[config.mk]
export PLATFORM = sky130hd
export DESIGN_NAME = lcd_scandoubler
export DESIGN_NICKNAME = d
export VERILOG_FILES = /design/src/rtl/lcd_scandoubler.sv
export SDC_FILE = /design/constraint.sdc
export NUM_CORES = 1
export LEC_CHECK = 0
export CAP_MARGIN = 15
export CORE_UTILIZATION = 50
export DETAILED_ROUTE_END_ITERATION = 8
export PLACE_DENSITY = 0.74
export SLEW_MARGIN = 20
export SYNTH_ARGS = -nofsm -noshare
export SYNTH_HDL_FRONTEND = slang
export SYNTH_SLANG_ARGS = --single-unit
[constraint.sdc]
create_clock -name clk -period 5.62 [get_ports clk]
set_input_delay 1.686 -clock clk [delete_from_list [all_inputs] [get_ports clk]]
set_output_delay 1.686 -clock clk [all_outputs]
set_load 0.01 [all_outputs]
[src/rtl/lcd_scandoubler.sv]
// lcd_scandoubler: replays each half-rate LCD line twice at full clock rate
// and maps the 2-bit shades to RGB444 through a grey or green palette.
module lcd_scandoubler #(
    parameter int ADDR_W   = 8,
    parameter int LINE_DEF = 456,
    parameter int HS_START = 184,
    parameter int HS_W     = 20,
    parameter int LEN_MIN  = 64
) (
    input  logic       clk,
    input  logic       reset,
    input  logic       ce_in,
    input  logic [1:0] pix_in,
    input  logic       active_in,
    input  logic       hs_in,
    input  logic       vs_in,
    input  logic       tint,
    output logic [3:0] r,
    output logic [3:0] g,
    output logic [3:0] b,
    output logic       hs_out,
    output logic       vs_out,
    output logic       active_out
);

    localparam int DEPTH = 1 << ADDR_W;
    localparam int AW1   = ADDR_W + 1;

    localparam logic [9:0]        CNT_MAX  = 10'd1023;
    localparam logic [ADDR_W-1:0] PTR_LAST = ADDR_W'(DEPTH - 1);
    localparam logic [9:0]        HS_LO    = 10'(HS_START);
    localparam logic [9:0]        HS_HI    = 10'(HS_START + HS_W);

    // input side state
    logic              r_hs_q1;
    logic              r_hs_q2;
    logic [9:0]        r_in_cnt;
    logic [9:0]        r_line_len;
    logic              r_wbank;
    logic [ADDR_W-1:0] r_wptr;
    logic [AW1-1:0]    r_act_cur;
    logic [AW1-1:0]    r_act_prev;

    // output side state
    logic [9:0]        r_out_h;
    logic              r_pass;
    logic [1:0]        r_mem [0:2*DEPTH-1];
    logic [1:0]        r_rd;
    logic              r_vis1;
    logic              r_hsn1;
    logic              r_vs1;

    logic              w_hs_fall;
    logic              w_wr_en;
    logic              w_ptr_adv;
    logic [10:0]       w_meas;
    logic              w_len_ok;
    logic [AW1-1:0]    w_act_next;
    logic [9:0]        w_half;
    logic              w_wrap;
    logic              w_vis;
    logic              w_hs_win;

    assign w_hs_fall  = r_hs_q2 & ~r_hs_q1;
    assign w_wr_en    = ce_in & active_in;
    assign w_ptr_adv  = w_wr_en && (r_wptr != PTR_LAST);
    assign w_meas     = {1'b0, r_in_cnt} + 11'd1;
    assign w_len_ok   = (w_meas >= 11'(LEN_MIN)) && (w_meas <= 11'd1023);
    assign w_act_next = w_ptr_adv ? r_act_cur + AW1'(1) : r_act_cur;
    assign w_half     = r_line_len >> 1;
    assign w_wrap     = ~r_pass && (r_out_h == w_half - 10'd1);
    assign w_vis      = r_out_h < 10'(r_act_prev);
    assign w_hs_win   = (r_out_h >= HS_LO) && (r_out_h < HS_HI);

    function automatic logic [11:0] f_pal(input logic [1:0] s,
                                          input logic t);
        logic [11:0] c;
        c = 12'h000;
        case ({t, s})
            3'b000:  c = 12'hFFF;
            3'b001:  c = 12'hAAA;
            3'b010:  c = 12'h555;
            3'b011:  c = 12'h000;
            3'b100:  c = 12'hAC2;
            3'b101:  c = 12'h692;
            3'b110:  c = 12'h363;
            default: c = 12'h131;
        endcase
        return c;
    endfunction

    // line measurement and write-side bank/pointer control
    always_ff @(posedge clk or posedge reset) begin
        if (reset) begin
            r_hs_q1    <= 1'b1;
            r_hs_q2    <= 1'b1;
            r_in_cnt   <= '0;
            r_line_len <= 10'(LINE_DEF);
            r_wbank    <= 1'b0;
            r_wptr     <= '0;
            r_act_cur  <= '0;
            r_act_prev <= '0;
        end else begin
            r_hs_q1 <= hs_in;
            r_hs_q2 <= r_hs_q1;
            if (w_hs_fall) begin
                r_in_cnt   <= '0;
                r_act_prev <= w_act_next;
                r_act_cur  <= '0;
                r_wptr     <= '0;
                r_wbank    <= ~r_wbank;
                if (w_len_ok) begin
                    r_line_len <= w_meas[9:0];
                end
            end else begin
                if (r_in_cnt != CNT_MAX) begin
                    r_in_cnt <= r_in_cnt + 10'd1;
                end
                if (w_ptr_adv) begin
                    r_wptr <= r_wptr + ADDR_W'(1);
                end
                r_act_cur <= w_act_next;
            end
        end
    end

    // line buffer: write bank wbank, read the other bank
    always_ff @(posedge clk) begin
        if (w_wr_en) begin
            r_mem[{r_wbank, r_wptr}] <= pix_in;
        end
        r_rd <= r_mem[{~r_wbank, r_out_h[ADDR_W-1:0]}];
    end

    // output h-counter and two-stage output pipeline
    always_ff @(posedge clk or posedge reset) begin
        if (reset) begin
            r_out_h    <= '0;
            r_pass     <= 1'b0;
            r_vis1     <= 1'b0;
            r_hsn1     <= 1'b1;
            r_vs1      <= 1'b0;
            r          <= '0;
            g          <= '0;
            b          <= '0;
            hs_out     <= 1'b1;
            vs_out     <= 1'b0;
            active_out <= 1'b0;
        end else begin
            if (w_hs_fall) begin
                r_out_h <= '0;
                r_pass  <= 1'b0;
            end else if (w_wrap) begin
                r_out_h <= '0;
                r_pass  <= 1'b1;
            end else if (r_out_h != CNT_MAX) begin
                r_out_h <= r_out_h + 10'd1;
            end

            r_vis1 <= w_vis;
            r_hsn1 <= ~w_hs_win;
            r_vs1  <= vs_in;

            if (r_vis1) begin
                {r, g, b} <= f_pal(r_rd, tint);
            end else begin
                {r, g, b} <= 12'h000;
            end
            hs_out     <= r_hsn1;
            vs_out     <= r_vs1;
            active_out <= r_vis1;
        end
    end

endmodule
== Yosys cells after proc, flatten, opt, wreduce, memory -nomap -nowiden ==
Memory sizes are Yosys's and may differ from the RTL's. A register that Yosys moved wholly into a read port is not among the register bits.
Cells that the tools add are included.
Widths: inputs -> output; s select.

* Latch bits: 0
* Output and inout port bits: 15
* Word-level logic and storage cells: 74
* RAM bits: 1024
* Memories: 1
* Memory bits (read-only): 0
* Bits of input ports: 9
* Bits in registers: 78

{| class="wikitable"
|+ Memories
! name !! depth !! width !! rd ports !! clocked after Yosys merged registers in !! wr ports !! line !! RTL
|-
| r_mem || 512 || 2 || 1 || 1 || 1 || 47 || <nowiki>logic [1:0] r_mem [0:2*DEPTH-1];</nowiki>
|}

* Add/subtract/negate cells: 6
* Magnitude comparators: 5
* Muxes and demuxes: 17
* Divide/modulo/power cells: 0
* Reduce and logical (&&, ||, !) cells: 10
* Bitwise operators: 6
* Equal/unequal tests: 10
* $mul: 0
* Shift operators: 0

{| class="wikitable"
|+ Operator list
! operator !! number
|-
| $pmux 12 s7 || 1
|-
| $mux 10 || 5
|-
| $add 10x1->10 const B || 2
|-
| $ne 10x10->1 const B || 2
|-
| $mux 9 || 2
|-
| $mux 8 || 2
|-
| $mux 4 || 3
|-
| $add 10x1->11 const B || 1
|-
| $ge 11x7->1 const B || 1
|-
| $le 11x10->1 const B || 1
|-
| $eq 10x10->1 || 1
|-
| $ge 10x8->1 const B || 1
|-
| $lt 10x8->1 const B || 1
|-
| $lt 10x9->1 || 1
|-
| $sub 9x1->10 const B || 1
|-
| $add 9x1->9 const B || 1
|-
| $eq 3x3->1 const B || 3
|-
| $add 8x1->8 const B || 1
|-
| $ne 8x8->1 const B || 1
|-
| $eq 3x2->1 const B || 2
|-
| $reduce_bool 2->1 || 3
|-
| $logic_and 1x1->1 || 4
|-
| $mux 1 || 4
|-
| $not 1->1 || 4
|-
| 5 further kinds || 6
|}

== Longest topological paths before layout ==
Gate-level depths: netlist of the first run.

* Depth in word-level cells: 5
* Gate-level depth with buffers: 13
* Mapped depth without buffers: 10

== Worst setup path before layout of the first run ==
OpenSTA, ideal clock, no wires.

* Path type: input port to flip-flop
* Start: in ce_in
* End: reg r_act_prev[4]
* Data arrival time: 2.710 ns
* Path slack: 2.772 ns
* Required time: 5.483 ns
* Cell stages on the path: 6
* Cells stage by stage: nand2_1 -> a41oi_1 -> clkbuf_1 -> nand4_1 -> xor2_1 -> a21oi_1

* Word-level cells in the longest chain between the ends: 3

{| class="wikitable"
|+ RTL lines
! element !! line !! RTL
|-
| from (decl) || 12 || <nowiki>input logic ce_in,</nowiki>
|-
| $and 1x1->1 || 65 || <nowiki>assign w_wr_en = ce_in & active_in;</nowiki>
|-
| $logic_and 1x1->1 || 66 || <nowiki>assign w_ptr_adv = w_wr_en && (r_wptr != PTR_LAST);</nowiki>
|-
| $mux 9 || 69 || <nowiki>assign w_act_next = w_ptr_adv ? r_act_cur + AW1'(1) : r_act_cur;</nowiki>
|-
| to (signal assigned) || 108 || <nowiki>r_act_prev <= w_act_next;</nowiki>
|-
| to (decl) || 42 || <nowiki>logic [AW1-1:0] r_act_prev;</nowiki>
|}

No other way between the ends.
A chain may end at the register's enable or synchronous reset.

==> results of run 1 <==
[state kept, by name, indices dropped and copies added, names as in the netlist, 2 cells and up]
name / count
r_line_len: 9
r_act_cur: 9
r: 2
r_wptr: 8
g: 4
r_rd: 2
r_in_cnt: 10
r_out_h: 10
r_mem: 1024
b: 4
r_act_prev: 9
[stage by stage]
step	power (mW)	util (%)	hold WS [ns]	instance area, um2	cells
after floorplan	11.55	-	0.3312	45620	2763
after global placement	12.77	52.15	0.3443	47010	3828
after detailed placement	12.84	52.16	0.3380	47020	3829
after CTS	19.97	56.06	0.3554	50540	4024
after global routing	20.47	56.07	0.3619	50550	4024
final	19.94	56.07	0.3550	50550	4026
[critical path, cell delays in order, from the launching register on]
cell and delay, ns:
dfrtp_4 0.76, inv_2 0.45, nor3_2 0.97, a22oi_1 0.22, nand3_1 0.18, o22ai_1 0.19, a2111oi_2 0.71, nor3_1 0.10
a2bb2oi_1 0.18
[layout make-up]
class	instances	area, um2	share of cell area, %
flip-flops and latches	1101	32690	64.67
multi-input cells	1440	11910	23.56
clock buffers	129	2848	5.633
well taps	1176	1471	2.911
repair buffers	84	850.8	1.683
clock inverters	66	671.9	1.329
inverters	28	106.4	0.2104
diodes	2	5.005	0.009900
[layer usage]
layer	track usage (%)	vias up	share of wire, %
li1	-	10610	-
met1	33.68	13250	37
met2	38.99	1495	48
met3	5.460	268	11
met4	9.184	0	3.9
met5	0	-	0
[layout by cell type (no fill, tap or decap), drive strengths merged, types with 10 or more instances in the layout]
master,synthesis,layout
edfxtp,1024,1024
nor2,586,586
mux4,240,240
clkbuf,98,129
nand2,122,122
mux2i,89,89
dfrtp,67,67
buf,96,62
clkinv,1,49
a21oi,48,48
a22oi,41,41
nand3,34,34
inv,27,31
nor3,25,25
xor2,22,22
clkdlybuf4s50,0,21
xnor2,19,19
and3,18,18
ha,18,18
a211oi,17,17
o21ai,16,16
nor2b,16,16
nand2b,13,13
bufinv,0,13
o22ai,11,11
o211ai,10,10
[power breakdown]
group | total [mW] | switching, mW | internal (mW)
combinational | 3.42 | 2.03 | 1.39
clock | 7.22 | 3.02 | 4.20
sequential | 9.30 | 0.253 | 9.05
total | 19.9 | 5.30 | 14.6
[final timing paths]
kind,cells after the start,end,from
hold reg to reg,0,hs_out$_DFF_PP1_,r_hsn1$_DFF_PP1_
min in group asynchronous,2,r_vs1$_DFF_PP0_,reset
setup reg to reg,8,r_rd[1]$_DFF_P_,r_out_h[1]$_DFFE_PP0P_
max in group asynchronous,3,r_line_len[3]$_DFFE_PP1P_,reset
setup / recovery,8,r_rd[1]$_DFF_P_,r_out_h[1]$_DFFE_PP0P_
hold / removal,0,hs_out$_DFF_PP1_,r_hsn1$_DFF_PP1_
[kinds of logic (layout without fill, tap and decap cells)]
| kind of cell | count (synthesis) | after routing | synth area share (%) |
|---|---|---|---|
| AOI/OAI and AO/OA | 192 | 192 | 2.905 |
| xor gates and xnor gates | 41 | 41 | 0.7872 |
| adders and majority gates | 18 | 18 | 0.4937 |
| buffers and inverters | 222 | 307 | 2.449 |
| DFF | 1101 | 1101 | 71.63 |
| muxes | 335 | 335 | 13.97 |
| other | 0 | 2 | 0 |
| and+or+nand+nor | 854 | 854 | 7.759 |
==> results by group, run 1 <==
Floorplanning
  • Die Ht: 304.1 um
  • Die width: 304.1 um
  • Placeable Area: between 90000 and 100000 um2
  • Row cnt: 110
  • I/O pin total: 24
  • Die area: between 90000 and 100000 um2
  • Starting Density: between 50% and 60%

Synth
  • Synth Instances: 2763
  • Post-synth ARST share: around 6.8%
  • Net Count, Synth: around 2.8k
  • Synth Register Bits: roughly 1.1k
  • Mean Syn Cell Area: 16.51 um2
  • Synth top cells by count: 1024 x edfxtp_1, 586 x nor2_1, 237 x mux4_2, 122 x nand2_1, 98 x clkbuf_1
  • Sequential fraction of the synthesis area: 71.63%
  • Post-synth EDFFs: 1024
  • Cell with the most instances after synthesis: edfxtp_1
  • Most common flop cell mapped by yosys: edfxtp_1
  • Cell area after synthesis: 45620 um2
  • Leading post-synthesis cells by cell area: edfxtp_1 67%, mux4_2 12%, nor2_1 4.8%
  • Top-area cell type share of the netlist area: between 60% and 70%
  • Cell taking the most area after synthesis: edfxtp_1
  • Warnings, synthesis: 0
  • Synth cell types: 69

Hold path
  • Min-Delay Path Class: flop to flop

Critical path
  • Crit. End Element: flop
  • Critical path type: flop to flop
  • Crit start category: flop
  • CP max FO: 20
  • Crit path DAT: 4.48 ns
  • WP data required: 6.18 ns
  • R2r setup slk: 1.70 ns

Clock network
  • CTS clk-pin slew, worst paths: roughly 0.060 ns
  • TritonCTS buffer count: 106
  • H-tree depth: 3
  • CTS tree: done
  • Clock latency on the worst-skew pair: between 0.6 and 0.7 ns
  • Post-CTS Setup Bufs: 0
  • CTS resizes: 0
  • Root buffer cell: clkbuf_16
  • Sink Count: 1101
  • Hold buffer count at cts: 0
  • Clock Path Buffers: 3

Layout
  • Fill count: 6671
  • Area Growth Syn to Fin: 10.81%
  • Share of cells above drive strength 1: 17.87%
  • Layout net count: ~2.8k

Route
  • DRC viols: 0
  • Total length of routed wires: 113100 um
  • DRT antenna net count: 0
  • Vias/cell: 6.365
  • Wire per inst: 28.08 um
  • DR pass1 iterations: 6
  • Via count: between 20k and 30k
  • Starting DRT DRC Count: 3523

Placement
  • Post-Place Worst Slack: 1.565 ns
  • Gpl congestion: 0.8553
  • Number of port buffers: 23
  • Post-DP HPWL: 64860 um

Global routing
  • Largest net degree at the start of global routing: 162
  • First-pass GRT wire length: around 170000 um
  • Initial antenna violation count: 1
  • All-layer global routing usage: between 20% and 30%
  • Vias in the first global route: 26.32k
  • Total gr overflow: 0

STA
  • Max-slew headroom: between 20% and 30%
  • Maximum clock rate: 0.2554 GHz
  • Final setup skew: around 0.030 ns
  • Final setup TNS: 0 ns
  • RSZ-0062 raised after global routing: false
  • Fin crit share: 69.67%
  • Final hold vios: 0
  • Worst-Margin Slew: 1.164 ns
  • Final setup margin: 1.705 ns
  • Final setup fails: 0
  • Fin. max-slew vios: 0
  • Tmin final: ~3.9 ns

Run status
  • Status: finished clean

Flow run
  • Total of max-cap violations: 0

Power
  • Peak VDD IR: around 0.25 mV
  • Power Dens Cells: 394.4 nW/um2
  • Leakage: 15.99 nW
Power figures use the tool's default switching activity.
==> run 2, diff against run 1 <==
PLACE_DENSITY = 0.77   (was 0.74)
clock period = 3.44 ns   (was 5.62 ns; I/O delays follow)
==> run 2 against run 1 <==
  * Utilization increased by 1.1 points
  * Critical path type unchanged
  * Critical path depth increased by 3
  * Sequential share of layout area decreased by 1.3 points
  * Largest cell class unchanged
  * First-iteration DRC count increased by 7.0%
  * Sequential power increased by 62%
  * Worst setup slack got worse by 1.6 ns
==> results by group, run 2 (synthesis results as in run 1) <==
Run status
  • Status: finished clean

STA
  • Final hold vios: 0 (unchanged)
  • WHS: 0.3487 ns (-0.006379 ns)
  • Fin. max-slew vios: 0 (unchanged)
  • Max-slew headroom: 30.75% (+8.6 points)
  • Final setup fails: 0 (unchanged)
  • Final setup skew: 0.02345 ns (-0.006325 ns)
  • Final setup margin: 0.1164 ns (-1.588 ns)
  • Worst-Margin Slew: 1.039 ns (-0.1249 ns)
  • Fin crit share: 96.61% (+27 points)
  • Maximum clock rate: 0.3009 GHz (+18%)
  • RSZ-0062 raised after global routing: false
  • Tmin final: 3.324 ns (-0.5917 ns)

Layout
  • Most frequent cells in the layout: 1024 x edfxtp_1, 585 x nor2_1, 237 x mux4_2
  • Largest Register: r_mem
  • Non-filler cells, final: 4121 (+2.4%)
  • Most common cell after layout, fill and taps aside: edfxtp_1
  • Post-route cell area: 51560 um2 (+2.0%)
  • Area Growth Syn to Fin: 13.03%
  • Share of cells above drive strength 1: 20.55% (+2.7 points)
  • Largest regs: r_mem (1024), r_in_cnt (10), r_out_h (10)
  • Max reg flops: 1024 (unchanged)
  • Layout net count: 2878 (+3.2%)

Placement
  • Area after DPL: 47970 um2 (+2.0%)
  • Post-DP HPWL: 69360 um (+6.9%)
  • Post-Place Worst Slack: -0.09794 ns (-1.663 ns)
  • Number of port buffers: 23 (unchanged)
  • DP Cell Count: 3917 (+2.3%)
  • Gpl congestion: 0.8550 (about the same)

Route
  • Vias/cell: 6.385 (+0.32%)
  • Total length of routed wires: 116200 um (+2.8%)
  • DRT antenna net count: 0 (unchanged)
  • Wire per inst: 28.21 um (+0.44%)
  • DR pass1 iterations: 6 (unchanged)
  • Starting DRT DRC Count: 3770 (+7.0%)
  • DRC viols: 0 (unchanged)
  • Via count: 26.31k (+2.7%)

Critical path
  • Crit. End Element: flop
  • CP max FO: 23 (+15%)
  • WP data required: 3.96 ns (-2.22 ns)
  • CP startpoint: r_out_h[1]$_DFFE_PP0P_
  • Worst reg2reg startpoint: r_out_h[1]$_DFFE_PP0P_
  • Critical path type: flop to flop
  • R2r endpoint: r_rd[0]$_DFF_P_
  • Crit start category: flop
  • R2r setup slk: 0.12 ns (-1.59 ns)
  • Crit path DAT: 3.84 ns (-0.64 ns)
  • Worst Reg2Reg Path Length in Cells: 11 (+3)
  • Worst setup path endpoint: r_rd[0]$_DFF_P_

Power
  • Switch Pwr: 8.903 mW (+68%)
  • Peak VDD IR: 0.4517 mV (+83%)
  • Sequential Power Share: 45.5% (-1.1 points)
  • Power Dens Cells: 642.2 nW/um2 (+63%)
  • Clock power share: 35.8% (-0.4 points)
  • Leakage: 16.53 nW (+3.4%)
  • Pint: 24.21 mW (+65%)
  • Sw Ratio: 26.88% (+0.30 points)
  • Logic pwr share: 18.6% (+1.4 points)

Clock network
  • CTS tree: done
  • Clock latency on the worst-skew pair: 0.69 ns (about the same)
  • TritonCTS buffer count: 107 (+0.94%)
  • Clock Path Buffers: 3 (unchanged)
  • CTS clk-pin slew, worst paths: 0.07 ns (about the same)
  • Root buffer cell: clkbuf_16
  • H-tree depth: 3 (unchanged)
  • Sink Count: 1101 (unchanged)
  • Hold buffer count at cts: 0 (unchanged)

Global routing
  • Initial antenna violation count: 2 (+1)
  • All-layer global routing usage: 25.12% (+0.49 points)
  • First-pass GRT wire length: 171400 um (+1.4%)
  • Vias in the first global route: 26.72k (+1.5%)
  • Largest net degree at the start of global routing: 113 (-30%)
  • Total gr overflow: 0 (unchanged)

Floorplanning
  • Die Ht: 304.1 um (unchanged)
  • Die width: 304.1 um (unchanged)
  • Die area: 92450 um2 (unchanged)
  • Placeable Area: 90150 um2 (unchanged)
  • I/O pin total: 24 (unchanged)
  • Row cnt: 110 (unchanged)
  • Starting Density: 50.60% (unchanged)

Flow run
  • Total of max-cap violations: 0 (unchanged)

Hold path
  • Min-Delay Path Class: flop to flop
run 2: cell types whose count changed in the layout (fill, tap and decap cells not counted), moves of 3 or more:
cell and change:
clkinv_8 +4, clkinvlp_4 +3, clkinv_1 -9, clkbuf_1 +7, clkbuf_8 +6, buf_4 +64, buf_12 +25
run 2: metal layers:
layer  routed length, um  vias to the layer above  GRT usage [%]
met2               55340                     1834          40.37
met1               41240                    13360          33.45
met5                  18                        -              0
met3               14360                      328          5.551
li1                    -                    10800              -
met4                5285                        2          10.22
run 2: worst max-delay path: stages, from the launching register on:
cell and delay, ns:
dfrtp_4 0.72, buf_12 0.27, buf_12 0.21, buf_4 0.33
mux4_2 0.39, mux2i_1 0.17, a221o_1 0.17, a211oi_1 0.06
a21oi_1 0.15, a21oi_1 0.12, o31ai_2 0.41, a22oi_1 0.13
run 2: worst min-delay path by stage:
stage | start | to | slack, ns | cells past startpoint
after floorplan | r_vs1$_DFF_PP0_ | vs_out$_DFF_PP0_ | 0.33 | 0
after global placement | r_vs1$_DFF_PP0_ | vs_out$_DFF_PP0_ | 0.34 | 0
after detailed placement | r_vs1$_DFF_PP0_ | vs_out$_DFF_PP0_ | 0.34 | 0
after CTS | r_hsn1$_DFF_PP1_ | hs_out$_DFF_PP1_ | 0.35 | 0
after global routing | r_hsn1$_DFF_PP1_ | hs_out$_DFF_PP1_ | 0.35 | 0
final | r_hsn1$_DFF_PP1_ | hs_out$_DFF_PP1_ | 0.35 | 0
run 2: power groups by stage:
stage,logic [mW],clock network (mW),registers (mW)
2_1_floorplan,3.71,0,15.2
3_3_place_gp,5.87,0,15.4
3_5_place_dp,5.99,0,15.4
4_1_cts,6.09,11.9,15.1
5_1_grt,6.41,12.5,15.1
6_report,6.18,11.9,15.1
run 2: stage by stage:
step                      power [mW]  util [%]  setup TNS [ns]
final                          33.12     57.20               0
after global routing           33.96     57.19               0
after CTS                      33.09     57.19               0
after detailed placement       21.36     53.21        -0.09794
after global placement         21.23     53.21               0
after floorplan                18.87         -               0
run 2: timing repair:
item	4_1_cts	5_1_grt
endpoints found under the setup margin	1	1
resized for setup	0	1
buffers inserted	1	0
run 2: layout make-up:
cell class / count / area [um2]
Multi-Input combinational cell: 1440 / 11890
Tap cell: 1176 / 1471
Clock buffer: 142 / 2922
Sequential cell: 1101 / 32690
Fill cell: 6453 / 38590
Clock inverter: 60 / 648.1
Antenna cell: 1 / 2.502
Timing Repair Buffer: 173 / 1837
Inverter: 28 / 106.4
